[src/rtl/instr_prefetch_unit.sv]
// Byte-serial instruction prefetcher: assembles big-endian words into a small FIFO with PCs.
// Optional PREFETCH_STATS_EN adds saturating word/flush counters.
module instr_prefetch_unit #(
  parameter int          DEPTH    = 4,
  parameter int          MEM_AW   = 5,
  parameter logic [31:0] RESET_PC = 32'h0000_0000
) (
  input  logic                    clk,
  input  logic                    rst,
  output logic [MEM_AW-1:0]       mem_addr,
  output logic                    mem_rd,
  input  logic [7:0]              mem_rdata,
  input  logic                    redirect,
  input  logic [31:0]             redirect_pc,
  output logic                    inst_valid,
  input  logic                    inst_ready,
  output logic [31:0]             inst_data,
  output logic [31:0]             inst_pc,
  output logic [$clog2(DEPTH):0]  fifo_count
`ifdef PREFETCH_STATS_EN
  ,
  output logic [31:0]             stat_words,
  output logic [15:0]             stat_flushes
`endif
);

  localparam int PW = $clog2(DEPTH);
  localparam logic [PW:0] FULL = (PW+1)'(DEPTH);

  logic [31:0]   fetch_pc;
  logic [1:0]    byte_idx;
  logic [23:0]   word_acc;
  logic [PW:0]   count;
  logic [PW-1:0] wr_ptr;
  logic [PW-1:0] rd_ptr;
  logic [31:0]   q_data [DEPTH];
  logic [31:0]   q_pc   [DEPTH];
  logic          fetch_active;
  logic          push;
  logic          pop;

  // A new word only starts with room in the queue; a word in flight always finishes.
  assign fetch_active = (byte_idx != 2'd0) || (count != FULL);
  assign mem_rd       = !rst && !redirect && fetch_active;
  assign mem_addr     = fetch_pc[MEM_AW-1:0] + MEM_AW'(byte_idx);
  assign push         = mem_rd && (byte_idx == 2'd3);
  assign inst_valid   = (count != '0);
  assign pop          = inst_valid && inst_ready && !redirect && !rst;
  assign inst_data    = q_data[rd_ptr];
  assign inst_pc      = q_pc[rd_ptr];
  assign fifo_count   = count;

  always_ff @(posedge clk) begin
    if (rst) begin
      fetch_pc <= RESET_PC;
      byte_idx <= 2'd0;
      word_acc <= '0;
      count    <= '0;
      wr_ptr   <= '0;
      rd_ptr   <= '0;
      for (int i = 0; i < DEPTH; i++) begin
        q_data[i] <= '0;
        q_pc[i]   <= '0;
      end
    end else if (redirect) begin
      fetch_pc <= redirect_pc & 32'hFFFF_FFFC;
      byte_idx <= 2'd0;
      word_acc <= '0;
      count    <= '0;
      wr_ptr   <= '0;
      rd_ptr   <= '0;
    end else begin
      if (mem_rd) begin
        case (byte_idx)
          2'd0:    word_acc[23:16] <= mem_rdata;
          2'd1:    word_acc[15:8]  <= mem_rdata;
          2'd2:    word_acc[7:0]   <= mem_rdata;
          default: word_acc        <= '0;
        endcase
        byte_idx <= byte_idx + 2'd1;
        if (byte_idx == 2'd3)
          fetch_pc <= fetch_pc + 32'd4;
      end
      // Final byte bypasses the accumulator straight into the queue.
      if (push) begin
        q_data[wr_ptr] <= {word_acc, mem_rdata};
        q_pc[wr_ptr]   <= fetch_pc;
        wr_ptr         <= wr_ptr + PW'(1);
      end
      if (pop)
        rd_ptr <= rd_ptr + PW'(1);
      case ({push, pop})
        2'b10:   count <= count + (PW+1)'(1);
        2'b01:   count <= count - (PW+1)'(1);
        default: count <= count;
      endcase
    end
  end

`ifdef PREFETCH_STATS_EN
  function automatic logic [31:0] sat_inc32(input logic [31:0] v);
    return (v == 32'hFFFF_FFFF) ? v : v + 32'd1;
  endfunction

  function automatic logic [15:0] sat_inc16(input logic [15:0] v);
    return (v == 16'hFFFF) ? v : v + 16'd1;
  endfunction

  // Counters survive redirects; only reset clears them.
  always_ff @(posedge clk) begin
    if (rst) begin
      stat_words   <= '0;
      stat_flushes <= '0;
    end else begin
      if (push)
        stat_words <= sat_inc32(stat_words);
      if (redirect)
        stat_flushes <= sat_inc16(stat_flushes);
    end
  end
`endif

endmodule

[config.mk]
export PLATFORM = sky130hd
export DESIGN_NAME = instr_prefetch_unit
export DESIGN_NICKNAME = d
export VERILOG_FILES = /design/src/rtl/instr_prefetch_unit.sv
export SDC_FILE = /design/constraint.sdc
export NUM_CORES = 1
export LEC_CHECK = 0
export BUFFER_PORTS_ARGS = -buffer_cell sky130_fd_sc_hd__buf_2
export CAP_MARGIN = 20
export CORE_MARGIN = 1
export CORE_UTILIZATION = 55
export DETAILED_ROUTE_END_ITERATION = 10
export PLACE_DENSITY = 0.74
export SLEW_MARGIN = 10
export SYNTH_ARGS = -nofsm -noshare
export SYNTH_HDL_FRONTEND = slang
export SYNTH_SLANG_ARGS = --single-unit
[constraint.sdc]
create_clock -name clk -period 12.7 [get_ports clk]
set_clock_uncertainty 0.05 [all_clocks]
set_input_delay 0.635 -clock clk [delete_from_list [all_inputs] [get_ports clk]]
set_output_delay 0.635 -clock clk [all_outputs]
set_load 0.02 [all_outputs]
==> flow_summary.yaml, run 1 <==
global_routing:
  grt_pass1_vias: 9116
  grt_max_degree: 66
  antenna_found_initial: 0
  grt_first_pass_wirelength_mm: 51.5
  grt_usage_pct: 26.3
  overflow: 0
final_layout:
  final_cell_area_sq_um: 15700
  register_area_sq_um: 8750
  diodes: 0
  syn_to_final_growth_pct: 13.6
  drive_above_1_share_pct: 22.8
  final_cell_mix: "edfxtp_1 (248), and3_1 (121), and2_1 (120), buf_2 (113)"
  layout.nets: 1153
  fill_cells: 1825
  layout_commonest_cell: "edfxtp_1"
  multi_input_area_sq_um: 4720
flow_run:
  drv_cap: 0
floorplan:
  die-area_sq_um: 25800
  rows: 57
  start_util_pct: 56.4
  io_pins: 118
  die_h_microns: 161
  core_area_sq_um: 24500
  die_w_microns: 161
outcome:
  status: "complete, no violations"
clock_network:
  cts_hold_buf: 0
  cts_max_path_buffers: 3
  clkLatencyLatePin_ns: 0.51
  clockRootBuffer: "clkbuf_16"
  h-tree-depth: 2
  cts_made_buffers: 34
  postCtsSetupBuffers: 0
  cts_resized: 0
  clkSlewWorstSetupHoldPaths_ns: 0.06
  cts_tree: "done"
  clock-sinks: 313
worst_setup_path:
  slowest_stage: "or2_2"
  worstPathRequired_ns: 12.78
  crit_fanout: 59
  crit_top_cell: "buf_4"
  worstSetupStartpointType: "flip-flop"
  path_cells: "ha_1, nor3b_4, buf_4, and2_4, inv_2, nor3b_2, or2_2, buf_4"
  end_kind: "flip-flop"
  crit_family: "simple AND/OR/NAND/NOR gates"
  arrival_ns: 4.40
  critPathMaxStageDelay_ns: 0.70
  crit_type: "reg -> reg"
  worst-path-buf-inv: 3
routing:
  viasPerCell: 6.26
  drt_iter0_drc: 807
  first_pass_iters: 5
  detail-route-antenna-nets: 0
  routed_wirelength_mm: 33.3
  route.vias.total: 9078
  wire_per_inst_microns: 23.0
  drc: 0
pwr:
  sw_frac_of_total_pct: 21.5
  combPwrFrac_pct: 4.2
  p_int_mw: 1.76
  p_seq_share_pct: 51.6
  p_sw_mw: 0.482
  p_leak_nw: 6.03
  clock_power_share_pct: 44.3
  power_density_nw_per_um2: 143
  peakVddDrop_mv: 0.0797
yosys:
  synth_edf_count: 248
  syn_area_sq_um: 13800
  yosysWarnings: 0
  ys_seq_elements: 313
  ys_types: 54
  ys_seq_area_share_pct: 63.2
  ys_async_sr_fraction_pct: 0
  syn_area_per_cell_sq_um: 13.5
  synthFlopType: "edfxtp_1"
  synth_cells: 1028
timing:
  hold_viol: 0
  max_slew_margin_pct: 36.5
  max_slew.worst_pin.slew_ns: 0.952
  setup-violations-final: 0
  rsz0062_at_grt: "no"
  slew_viol_final: 0
  period_minus_slack_ns: 4.32
  max_freq_mhz: 231
  period_share_pct: 34.0
  fin_tns_setup_ns: 0
place:
  place_area_sq_um: 14600
  port_buffers: 113
  hpwl_mm: 18.5
  gp_congestion: 0.803
min_path:
  hold_path_class: "in -> reg"
-- metal layers --
metal	vias up	part of all wire, %	track usage (%)
met4	0	3.0	10.6
met3	74	7.6	4.31
li1	4042	-	-
met1	4547	41	36.0
met2	415	49	42.4
met5	-	0	0
-- registers in the layout, summed over array words and instances (netlist names), named ones only --
name	cells
rd_ptr	2
byte_idx	2
fetch_pc	30
wr_ptr	2
fifo_count	3
word_acc	24
q_data	128
q_pc	120
-- tightest hold or removal path, cell delays in order --
cell and delay [ns]:
buf_2 0.09, nand2_1 0.04, nand3_1 0.05
-- final timing paths --
| kind | from | endpoint | slack (ns) | depth (start not counted) |
|---|---|---|---|---|
| worst min register to register | word_acc[18] | word_acc[18] | 0.44 | 2 |
| worst min-delay path | redirect_pc[29] | fetch_pc[29] | 0.30 | 3 |
| worst max register to register | byte_idx[0] | q_pc[2][25] | 8.38 | 8 |
| worst max-delay path | byte_idx[0] | q_pc[2][25] | 8.38 | 8 |
-- power by group through the flow --
stage | combinational, mW | clock (mW) | sequential [mW]
floorplan | 0.0602 | 0 | 1.17
global placement | 0.0927 | 0 | 1.18
detailed placement | 0.0938 | 0 | 1.18
CTS | 0.0940 | 0.999 | 1.16
global route | 0.100 | 1.04 | 1.16
finish | 0.0939 | 0.992 | 1.16
-- synthesized netlist by cell type, types with 3 or more instances --
cell	n	area share, %
o211ai_1	5	0.27
nand3_1	38	1.4
ha_1	6	0.54
buf_2	5	0.18
o21ai_0	28	1.0
nand2_1	42	1.1
buf_4	6	0.33
edfxtp_1	248	54
dfxtp_1	65	9.4
and4_1	3	0.19
and3_1	121	5.5
mux4_2	62	10
o311ai_0	6	0.38
a21oi_1	51	1.8
or4_1	7	0.38
buf_1	11	0.30
nor2_1	30	0.81
a211oi_1	3	0.16
inv_1	13	0.35
or3_1	4	0.18
clkbuf_1	66	1.8
or2_2	3	0.14
and2_1	120	5.4
nor4_1	11	0.50
a22oi_1	3	0.16
xnor2_1	4	0.25
xor2_1	4	0.25
nand4_1	8	0.36
nor3_1	17	0.61
a31oi_1	9	0.41
-- logic make-up after synthesis --
kind of cell	Yosys count	synth area share [%]
and+or+nand+nor	414	17.3
DFF	313	63.2
AOI/OAI and AO/OA	118	5.08
buffers and inverters	104	3.09
muxes	63	10.2
xor gates and xnor gates	8	0.506
adders and majority gates	7	0.687
other	1	0.0271
-- area by class of cell --
type,count,share of cell area [%]
multi-input combinational,612,30.0
tap,324,2.58
clock inverter,16,1.06
inverter,14,0.334
sequential,313,55.7
timing repair buffer,127,4.27
clock buffer,45,6.07
-- through the flow --
| stage | std cells | util (%) | setup slack [ns] | hold WS (ns) | power (mW) |
|---|---|---|---|---|---|
| final | 1451 | 64.1 | 8.38 | 0.300 | 2.24 |
| after global routing | 1451 | 64.1 | 8.21 | 0.299 | 2.30 |
| after floorplan | 1029 | - | 5.85 | 0.403 | 1.23 |
| after CTS | 1451 | 64.1 | 8.36 | 0.292 | 2.25 |
| after global placement | 1390 | 59.5 | 8.12 | 0.425 | 1.27 |
| after detailed placement | 1390 | 59.5 | 8.04 | 0.438 | 1.27 |
Power figures use the tool's default switching activity.
==> run 2: changes to the inputs <==
==> constraint.sdc (replaced) <==
create_clock -name clk -period 4.4 [get_ports clk]
set_clock_uncertainty 0.05 [all_clocks]
set_input_delay 0.22 -clock clk [delete_from_list [all_inputs] [get_ports clk]]
set_output_delay 0.22 -clock clk [all_outputs]
set_load 0.02 [all_outputs]
==> flow_summary.yaml, run 2 (same netlist as run 1, synthesis figures left out) <==
clock_network:
  cts_hold_buf: 38
  cts_tree: "done"
  clkSlewWorstSetupHoldPaths_ns: 0.06
  cts_max_path_buffers: 3
  cts_resized: 0
  clockRootBuffer: "clkbuf_16"
  clock-sinks: 313
  clkLatencyLatePin_ns: 0.56
  postCtsSetupBuffers: 0
  h-tree-depth: 1
  cts_made_buffers: 31
floorplan:
  start_util_pct: 56.4
  rows: 57
  io_pins: 118
  die_h_microns: 161
  core_area_sq_um: 24500
  die_w_microns: 161
  die-area_sq_um: 25800
routing:
  detail-route-antenna-nets: 0
  routed_wirelength_mm: 33.5
  drc: 0
  drt_iter0_drc: 837
  first_pass_iters: 5
  wire_per_inst_microns: 22.5
  viasPerCell: 6.22
  route.vias.total: 9281
outcome:
  status: "complete, no violations"
place:
  gp_congestion: 0.852
  port_buffers: 113
  post-place-ws_ns: 1.49
  hpwl_mm: 18.7
global_routing:
  overflow: 0
  grt_pass1_vias: 9283
  antenna_found_initial: 0
  grt_first_pass_wirelength_mm: 52.0
  grt_max_degree: 63
  grt_usage_pct: 26.4
pwr:
  power_density_nw_per_um2: 392
  power_mw: 6.32
  peakVddDrop_mv: 0.318
  p_leak_nw: 6.19
timing:
  period_share_pct: 67.8
  slew_viol_final: 0
  final.setup.worst_slack_ns: 1.42
  period_minus_slack_ns: 2.98
  fin_tns_setup_ns: 0
  hold_ws_ns: 0.137
  rsz0062_at_grt: "no"
  max_slew.worst_pin.slew_ns: 0.925
  hold_viol: 0
  max_freq_mhz: 335
  max_slew_margin_pct: 38.3
  setup-violations-final: 0
final_layout:
  final_cell_mix: "edfxtp_1 (248), and3_1 (121), and2_1 (120), buf_2 (113)"
  layout_commonest_cell: "edfxtp_1"
  largest_reg_flops: 128
  fill_cells: 1794
  syn_to_final_growth_pct: 16.3
  diodes: 0
  drive_above_1_share_pct: 22.3
  layout.nets: 1194
  reg_top3: "q_data (128), q_pc (120), fetch_pc (30)"
  regMostFlops: "q_data"
worst_setup_path:
  r2r_slack_ns: 1.48
  reg2reg_from: "byte_idx[0]"
  reg2reg_depth: 7
  crit_end: "inst_pc[6]"
  worstSetupStartpointType: "flip-flop"
  arrival_ns: 2.71
  worstReg2RegEnd: "q_pc[2][3]"
  worstPathRequired_ns: 4.13
  crit_fanout: 38
  end_kind: "primary output"
  crit_type: "reg -> out"
flow_run:
  drv_cap: 0
min_path:
  hold_path_class: "in -> reg"
run 2: critical path, cell delays in order, from the launching register on:
cell and delay [ns]:
dfxtp_4 0.90, buf_4 0.44, mux4_2 0.60, buf_2 0.19
run 2: worst min-delay path by stage:
stage                                from           end  slack [ns]  cells after the start
after global routing                  rst  fetch_pc[15]        0.15                      2
after floorplan           redirect_pc[28]  fetch_pc[28]        0.28                      2
after global placement    redirect_pc[21]  fetch_pc[21]        0.39                      2
after CTS                             rst   fetch_pc[7]        0.11                      2
after detailed placement  redirect_pc[21]  fetch_pc[21]        0.39                      2
final                                 rst  fetch_pc[15]        0.14                      2
run 2: where the power goes:
part | total [mW] | switching, mW | internal [mW]
sequential | 3.34 | 0.0561 | 3.28
clock | 2.68 | 1.10 | 1.57
combinational | 0.303 | 0.192 | 0.112
run 2: final cells by class:
cell class / instances / area (sq um) / share of cell area [%]
clock buffer: 41 / 875 / 5.43
tap: 324 / 405 / 2.52
multi-input combinational: 612 / 4720 / 29.3
timing repair buffer: 171 / 1130 / 7.04
sequential: 313 / 8750 / 54.4
clock inverter: 16 / 168 / 1.04
inverter: 14 / 52.6 / 0.326
run 2: layer usage:
metal / GRT usage (%) / vias to the layer above / share of wire, %
met5: 0 / - / 0
li1: - / 4136 / -
met4: 10.2 / 0 / 3.3
met1: 35.6 / 4616 / 39
met2: 44.0 / 444 / 49
met3: 3.20 / 85 / 7.8
run 2: per-stage QoR:
step	instances	utilization, %	cell area [sq um]
global placement	1396	59.9	14700
global route	1491	65.7	16100
finish	1491	65.7	16100
detailed placement	1396	59.9	14700
CTS	1491	65.7	16100
floorplan	1029	-	13900
==> run 3: changes to the inputs <==
==> constraint.sdc (replaced) <==
create_clock -name clk -period 3 [get_ports clk]
set_clock_uncertainty 0.05 [all_clocks]
set_input_delay 0.15 -clock clk [delete_from_list [all_inputs] [get_ports clk]]
set_output_delay 0.15 -clock clk [all_outputs]
set_load 0.02 [all_outputs]
==> flow_summary.yaml, run 3 (same netlist as run 1, synthesis figures left out) <==
worst_setup_path:
  slowest_stage: "or4_1"
  end_kind: "flip-flop"
  crit_type: "reg -> reg"
  worstSetupStartpointType: "flip-flop"
  crit_family: "simple AND/OR/NAND/NOR gates"
  crit_fanout: 9
  path_cells: "ha_1, nor3b_4, and2_4, inv_2, buf_4, or4_1, o2111a_1, a211o_1"
  worst-path-buf-inv: 2
  arrival_ns: 3.06
  critPathMaxStageDelay_ns: 0.69
  worstPathRequired_ns: 3.39
global_routing:
  grt_max_degree: 63
  grt_first_pass_wirelength_mm: 52.2
  grt_usage_pct: 26.4
  antenna_found_initial: 0
  grt_pass1_vias: 9215
  overflow: 0
pwr:
  p_sw_mw: 2.01
  p_seq_share_pct: 52.2
  clock_power_share_pct: 43.0
  sw_frac_of_total_pct: 21.5
  power_mw: 9.37
  p_leak_nw: 6.31
  combPwrFrac_pct: 4.8
  peakVddDrop_mv: 0.403
  p_int_mw: 7.36
  power_density_nw_per_um2: 576
routing:
  wire_per_inst_microns: 22.3
  route.met3.wl_mm: 2.51
  m1WireLength_mm: 13.6
  route.vias.total: 9225
  dr_wl_met2_mm: 16.2
  routed_wirelength_mm: 33.5
  detail-route-antenna-nets: 0
  drt_iter0_drc: 1079
  first_pass_iters: 6
  viasPerCell: 6.15
  top_layer: "met4"
  drc: 0
floorplan:
  die_w_microns: 161
  start_util_pct: 56.4
  die-area_sq_um: 25800
  die_h_microns: 161
  io_pins: 118
  rows: 57
  core_area_sq_um: 24500
clock_network:
  clkSlewWorstSetupHoldPaths_ns: 0.06
  cts_resized: 0
  clkLatencyLatePin_ns: 0.56
  clockRootBuffer: "clkbuf_16"
  cts_made_buffers: 31
  h-tree-depth: 1
  cts_max_path_buffers: 3
  clock-sinks: 313
  cts_tree: "done"
final_layout:
  largest_reg_flops: 128
  regMostFlops: "q_data"
  reg_top3: "q_data (128), q_pc (120), fetch_pc (30)"
  layout_commonest_cell: "edfxtp_1"
  diodes: 0
  final_cell_mix: "edfxtp_1 (248), and3_1 (121), and2_1 (120), buf_2 (113), mux4_2 (62)"
  layout.nets: 1203
  fill_cells: 1761
  syn_to_final_growth_pct: 17.5
  final_cells: 1501
  drive_above_1_share_pct: 23.7
place:
  post-place-ws_ns: 0.367
  hpwl_mm: 19.1
  placedCellCount: 1405
  port_buffers: 113
  gp_congestion: 0.863
timing:
  max_slew.worst_pin.slew_ns: 1.12
  hold_ws_ns: 0.0885
  period_minus_slack_ns: 2.67
  period_share_pct: 89.1
  max_freq_mhz: 374
  fin_tns_setup_ns: 0
  setup-violations-final: 0
  rsz0062_at_grt: "no"
  max_slew_margin_pct: 25.5
  hold_viol: 0
  slew_viol_final: 0
  final.setup.worst_slack_ns: 0.327
outcome:
  status: "complete, no violations"
flow_run:
  drv_cap: 0
min_path:
  hold_path_class: "in -> reg"
[run 3: per-layer routing]
layer / vias to the layer above / GRT usage, %
met5: - / 0
met4: 0 / 10.2
met3: 80 / 3.56
met2: 419 / 43.0
met1: 4579 / 36.3
li1: 4147 / -
[run 3: worst reg2reg max path: stages (launching register included)]
cell      delay, ns
dfxtp_4        0.36
ha_1           0.21
nor3b_4        0.21
and2_4         0.17
inv_2          0.09
buf_4          0.19
or4_1          0.69
o2111a_1       0.30
a211o_1        0.27
[run 3: cell type report]
cell class              count  area, sq um  area share (%)
inverters                  14         52.6           0.323
multi-input cells         612         4730            29.1
clock inverters            16          139           0.854
clock buffers              42          943            5.80
well taps                 324          405            2.49
repair buffers            180         1240            7.61
flip-flops and latches    313         8760            53.8
[run 3: what timing repair did]
action | in CTS | in global routing
buffers inserted | 0 | 0
hold endpoints to repair | 79 | 0
endpoints found under the setup margin | 0 | 0
hold buffers | 38 | 0
[run 3: through the flow]
stage | cell area, sq um | utilization (%)
finish | 16300 | 66.3
CTS | 16300 | 66.3
global placement | 14800 | 60.4
floorplan | 13900 | -
detailed placement | 14800 | 60.4
global route | 16300 | 66.3
[run 3: path summary, 6_finish.rpt]
| kind | cells after the start | startpoint | slack (ns) | endpoint |
|---|---|---|---|---|
| setup / recovery | 8 | byte_idx[0] | 0.33 | fetch_pc[21] |
| hold / removal | 4 | inst_ready | 0.09 | flip-flop |
| hold reg to reg | 2 | word_acc[16] | 0.45 | word_acc[16] |
| setup reg to reg | 8 | byte_idx[0] | 0.33 | fetch_pc[21] |
[run 3: power by group through the flow]
stage                     clock network, mW  logic (mW)  registers [mW]
after floorplan                           0       0.258            4.95
after global placement                    0       0.407            4.97
after detailed placement                  0       0.412            4.98
after CTS                              4.06       0.451            4.89
after global routing                   4.24       0.481            4.91
final                                  4.02       0.452            4.89
